<file path="src/rtl/ibuf_pe_row_aligner.sv">
// Input-buffer to PE row aligner: latency-matched, rotation-aware bank-to-lane
// mux between ping-pong SRAM buffers and the PE column inputs.

module ibuf_pe_lane_sel #(
  parameter int WORD_SIZE = 16,
  parameter int N_BANKS   = 3,
  parameter int BANK_W    = 2,
  parameter int LANE      = 0
) (
  input  logic [N_BANKS*WORD_SIZE-1:0] q_i,
  input  logic [BANK_W-1:0]            rot_i,
  output logic [WORD_SIZE-1:0]         word_o
);
  localparam logic [BANK_W:0] NB = (BANK_W+1)'(N_BANKS);
  localparam logic [BANK_W:0] LN = (BANK_W+1)'(LANE);

  logic [BANK_W:0] sum, idx;

  // rot and LANE are both < N_BANKS, so one conditional subtract is a full mod.
  assign sum = {1'b0, rot_i} + LN;
  assign idx = (sum >= NB) ? sum - NB : sum;

  always_comb begin
    word_o = '0;
    for (int k = 0; k < N_BANKS; k++)
      if (idx == (BANK_W+1)'(k)) word_o = q_i[k*WORD_SIZE +: WORD_SIZE];
  end
endmodule

module ibuf_pe_row_aligner #(
  parameter int WORD_SIZE  = 16,
  parameter int N_BANKS    = 3,
  parameter int BANK_W     = 2,
  parameter int ADDR_SIZE  = 13,
  parameter int BS_W       = 4,
  parameter int RD_LATENCY = 1
) (
  input  logic                         clk,
  input  logic                         rst_n,
  input  logic                         start,
  input  logic [BANK_W-1:0]            start_bank,
  input  logic [1:0]                   kernel_size,
  input  logic                         row_adv,
  input  logic                         rd_en,
  input  logic                         buf_sel,
  input  logic [ADDR_SIZE-1:0]         rd_addr,
  input  logic [ADDR_SIZE-1:0]         operator_length,
  input  logic [BS_W-1:0]              bit_serial,
  input  logic [BS_W-1:0]              bit_serial_wait,
  input  logic [N_BANKS*WORD_SIZE-1:0] q_a,
  input  logic [N_BANKS*WORD_SIZE-1:0] q_b,
  output logic [N_BANKS*WORD_SIZE-1:0] pe_data,
  output logic                         pe_valid,
  output logic [BANK_W-1:0]            rot_state,
  output logic [ADDR_SIZE-1:0]         pe_count
);
  localparam logic [BANK_W:0]   NB   = (BANK_W+1)'(N_BANKS);
  localparam logic [BANK_W-1:0] LAST = BANK_W'(N_BANKS-1);

  typedef struct packed {
    logic              vld;
    logic              sel;
    logic [BANK_W-1:0] rot;
  } rd_tag_t;

  rd_tag_t tag_in, tail;
  rd_tag_t pipe_q [RD_LATENCY-1:0];

  logic [BANK_W-1:0]    rot_q, rot_d;
  logic [ADDR_SIZE-1:0] cnt_q, cnt_d;
  logic [N_BANKS*WORD_SIZE-1:0] data_q, q_sel;
  logic                 valid_q;
  logic [N_BANKS-1:0][WORD_SIZE-1:0] lanes;

  // Rotation is frozen into the tag at issue so later row_adv cannot disturb
  // reads already in flight.
  always_comb begin
    tag_in.vld = rd_en & (rd_addr < operator_length) & (bit_serial == bit_serial_wait);
    tag_in.sel = buf_sel;
    tag_in.rot = (kernel_size == 2'd3) ? rot_q : '0;
  end

  assign tail  = pipe_q[RD_LATENCY-1];
  assign q_sel = tail.sel ? q_b : q_a;

  for (genvar j = 0; j < N_BANKS; j++) begin : g_lane
    ibuf_pe_lane_sel #(
      .WORD_SIZE(WORD_SIZE), .N_BANKS(N_BANKS), .BANK_W(BANK_W), .LANE(j)
    ) u_sel (
      .q_i(q_sel), .rot_i(tail.rot), .word_o(lanes[j])
    );
  end

  always_comb begin
    rot_d = rot_q;
    if (start)        rot_d = ({1'b0, start_bank} >= NB) ? '0 : start_bank;
    else if (row_adv) rot_d = (rot_q == LAST) ? '0 : rot_q + 1'b1;
  end

  // start clears even when a beat lands on the same edge; in-flight beats
  // that arrive afterwards count against the new tile.
  always_comb begin
    cnt_d = cnt_q;
    if (start)                      cnt_d = '0;
    else if (tail.vld && ~&cnt_q)   cnt_d = cnt_q + 1'b1;
  end

  always_ff @(posedge clk or negedge rst_n) begin
    if (!rst_n) begin
      for (int i = 0; i < RD_LATENCY; i++) pipe_q[i] <= '0;
      rot_q   <= '0;
      cnt_q   <= '0;
      data_q  <= '0;
      valid_q <= 1'b0;
    end else begin
      pipe_q[0] <= tag_in;
      for (int i = 1; i < RD_LATENCY; i++) pipe_q[i] <= pipe_q[i-1];
      rot_q   <= rot_d;
      cnt_q   <= cnt_d;
      valid_q <= tail.vld;
      if (tail.vld) data_q <= lanes;
    end
  end

  assign pe_data   = data_q;
  assign pe_valid  = valid_q;
  assign rot_state = rot_q;
  assign pe_count  = cnt_q;
endmodule
</file>
<file path="config.mk">
export PLATFORM = sky130hd
export DESIGN_NAME = ibuf_pe_row_aligner
export DESIGN_NICKNAME = d
export VERILOG_FILES = /design/src/rtl/ibuf_pe_row_aligner.sv
export SDC_FILE = /design/constraint.sdc
export NUM_CORES = 1
export LEC_CHECK = 0
export BUFFER_PORTS_ARGS = -buffer_cell sky130_fd_sc_hd__buf_2
export CORE_MARGIN = 2
export CORE_UTILIZATION = 45
export DETAILED_ROUTE_END_ITERATION = 8
export GPL_ROUTABILITY_DRIVEN = 0
export PLACE_DENSITY = 0.74
export SLEW_MARGIN = 20
export SYNTH_ARGS = -nofsm -noshare
export SYNTH_HDL_FRONTEND = slang
export SYNTH_HIERARCHICAL = 1
export SYNTH_SLANG_ARGS = --single-unit
</file>
<file path="constraint.sdc">
create_clock -name clk -period 4.8 [get_ports clk]
set_input_delay 0.48 -clock clk [delete_from_list [all_inputs] [get_ports clk]]
set_output_delay 0.48 -clock clk [all_outputs]
set_load 0.02 [all_outputs]
</file>
==> metrics.md <==
| Metric | Value |
|---|---|
| Critical path class | reg -> reg |
| Path type of the worst min-delay path | in -> async |
| Antenna Nets Post-Route | 0 |
| Synth Net Count | 683 |
| Via-to-Cell Ratio | between 5 and 6 |
| Gate power share | a little over a third |
| Mapped Cells | roughly 520 |
| Slowest stage delay, CP | roughly 1100 ps |
| Worst setup margin | 2610 ps |
| Status | finished with violations |
| Max Cap Viol | 0 |
| Final core utilization | a little under 60% |
| Mapped cell area | roughly 5300 um^2 |
| Clk sinks | between 60 and 70 |
| Clk_lat worst skew | 330 ps |
| Hold_ws | between 200 and 250 ps |
| Seq pwr share | 34.4% |
| Leak | between 3 and 4 nW |
| #FFs+latches synth | 68 |
| Cell depth of the worst setup path | 4 |
| RSZ-0062 raised after global routing | false |
| Crit Path Max Fanout | 48 |
| Worst path bufs/invs | 0 |
| Vias in the first global route | between 4000 and 5000 |
| Failing checks | design-rule violations |
| P_sw | roughly 0.87 mW |
| Clock slew at reported path FFs | approximately 60 ps |
| Slowest stage cell, crit path | dfrtp_2 |
| Setup Viol. Count Final | 0 |
| First-pass GRT wire length | 23100 um |
| Critical Path Source Type | flip-flop |
| Share of cells above drive strength 1 | a little under three fifths |
| Buffers added on ports | 203 |
| 1st-iter DRT viols | 314 |
| Register Area | between 1500 and 2000 um^2 |
| Commonest non-fill, non-tap cells in the layout | buf_2 (202), mux2_2 (102), dfrtp_1 (66) |
| Root Driver | clkbuf_16 |
| Dpl ws | 2620 ps |
| Sw Share | between 30% and 40% |
| Pint | 1.62 mW |
| Period utilization | ~46% |
| Total number of H-tree levels | 3 |
| Vias | roughly 4700 |
| Antenna diode count | 0 |
| Ports | approximately 200 |
| Setup TNS | 0 ps |
| Router iterations before antenna repair | 7 |
| Area of the multi-input gates | around 3300 um^2 |
| Initial core utilization | a little under half |
| Num rows | 39 |
| Sequential-to-total area share from yosys stat | 31.9% |
| Critical path arrival | about 2400 ps |
| Slew margin rel. | 30.2% |
| DP Cell Count | ~840 |
| EDFF count, synth | 0 |
| Fillers | between 1000 and 1500 |
| Die area | about 13000 um^2 |
| Post-DR wirelength/cell | 17.0 um |
| Final Hold Vio Count | 0 |
| TritonCTS clock tree | done |
| Layout Skew | between 9 and 10 ps |
| Layout area overhead | 24.9% |
| F_max | approximately 0.46 GHz |
| Post-CTS setup buffer count | 0 |
| Initial antenna violation count | 0 |
| CTS Hold Bufs | 0 |
| Largest net degree at the start of global routing | 69 |
| Die height | between 100 and 150 um |
| CTS Buf Count | 9 |
| Top delay family on crit path | flip-flops |
| Critical Path RT | between 5000 and 6000 ps |
| Worst-Margin Slew | around 1000 ps |
| Top FF cell, synth | dfrtp_1 |
| # DRC | 16 |
| Synth unique cells | 43 |
| Max VDD drop | ~180 uV |
| Max Slew Vio Count | 0 |
| Grt total ovfl | 0 |
| Post-CTS sizing | 0 |
| Ys async rst share | between 90% and 100% |
| Post-layout net count | 863 |
| All-Layer GR Usage | around 22% |
| Clock power share | between 20% and 30% |
| Total Routed Length | around 15000 um |
| Die span in x | about 110 um |
| Crit path time final | roughly 2200 ps |
| Post-Syn Area per Cell | 10.2 um^2 |
| Total core area | 11500 um^2 |
| Crit. End Element | flip-flop |
| CTS max path bufs | 2 |
| Pwr Density | 372 nW/um^2 |
| Commonest non-fill, non-tap cell in the layout | buf_2 |
| Internal reg-to-reg setup slack | 2610 ps |
| Post-Layout Cell Count | roughly 850 |
| CP Cell Sequence | mux2_2 > a21oi_1 > a21oi_1 > mux2_2 |
| Reg2reg path depth | 4 |
| HPWL after DPL | approximately 10000 um |
| YS warnings | 6 |
## sequential cells by signal, summed over array words and instances, names as in the netlist
name,count
pe_data,48
rot_state,2
pipe_q,4
pe_valid,1
pe_count,13
## through the flow
step | cell area (um^2) | power (mW)
after floorplan | 5340 | 1.43
after global placement | 6340 | 1.75
after detailed placement | 6350 | 1.77
after CTS | 6680 | 2.51
after global routing | 6680 | 2.61
final | 6680 | 2.48
## cells by family after synthesis
group	share of synthesized area, %
AOI/OAI and AO/OA	17.2
adders and majority gates	4.45
xor gates and xnor gates	0.656
and+or+nand+nor	18.0
muxes	22.1
DFF	31.9
buffers and inverters	5.81
## power by group through the flow
stage | clock (mW) | sequential (mW) | combinational, mW
floorplan | 0 | 1.05 | 0.377
global placement | 0 | 0.861 | 0.887
detailed placement | 0 | 0.869 | 0.906
CTS | 0.739 | 0.859 | 0.909
global route | 0.770 | 0.875 | 0.963
finish | 0.729 | 0.854 | 0.901
## final timing paths
kind | from | to
max | pipe_q[2] | pe_data[33]
min | rst_n | pe_data[46]
max reg2reg | pipe_q[2] | pe_data[33]
min reg2reg | pe_data[30] | pe_data[30]
max in group asynchronous | rst_n | pipe_q[3]
min in group clk | buf_sel | pipe_q[2]
## per-layer routing
layer / track usage [%] / share of wire [%] / vias to the layer above
li1: - / - / 2243
met1: 27.6 / 42 / 2235
met2: 39.6 / 49 / 175
met3: 4.93 / 7.1 / 14
met4: 6.26 / 1.3 / 0
met5: 0 / 0 / -
## Yosys cell counts (all sizes together) (2+ instances only)
cell type / instances / area (um^2)
dfrtp: 68 / 1700
nand2: 2 / 7.51
nand3: 6 / 30.0
nand3b: 49 / 368
mux2: 102 / 1150
a21oi: 106 / 767
buf: 32 / 209
nand2b: 3 / 18.8
nor3: 4 / 31.3
inv: 20 / 75.1
a2111oi: 2 / 36.3
o21ai: 2 / 10.0
and3: 3 / 18.8
nor2b: 55 / 344
clkbuf: 7 / 26.3
mux2i: 3 / 30.0
a211oi: 4 / 30.0
xor2: 3 / 26.3
nor2: 11 / 41.3
nand4: 5 / 31.3
and4: 3 / 26.3
ha: 19 / 238
## worst reg2reg max path: stages (launching register included)
cell and delay, ps:
dfrtp_2 1060, mux2_2 470, a21oi_1 190, a21oi_1 90
mux2_2 260
## layout make-up
type	instances	share of cell area (%)
Clock buffer	11	3.64
Clock inverter	5	1.27
Inverter	20	1.12
Multi-Input combinational cell	397	49.9
Sequential cell	68	25.5
Tap cell	143	2.68
Timing Repair Buffer	208	15.8
No activity file was read; power rests on OpenSTA's default activity.
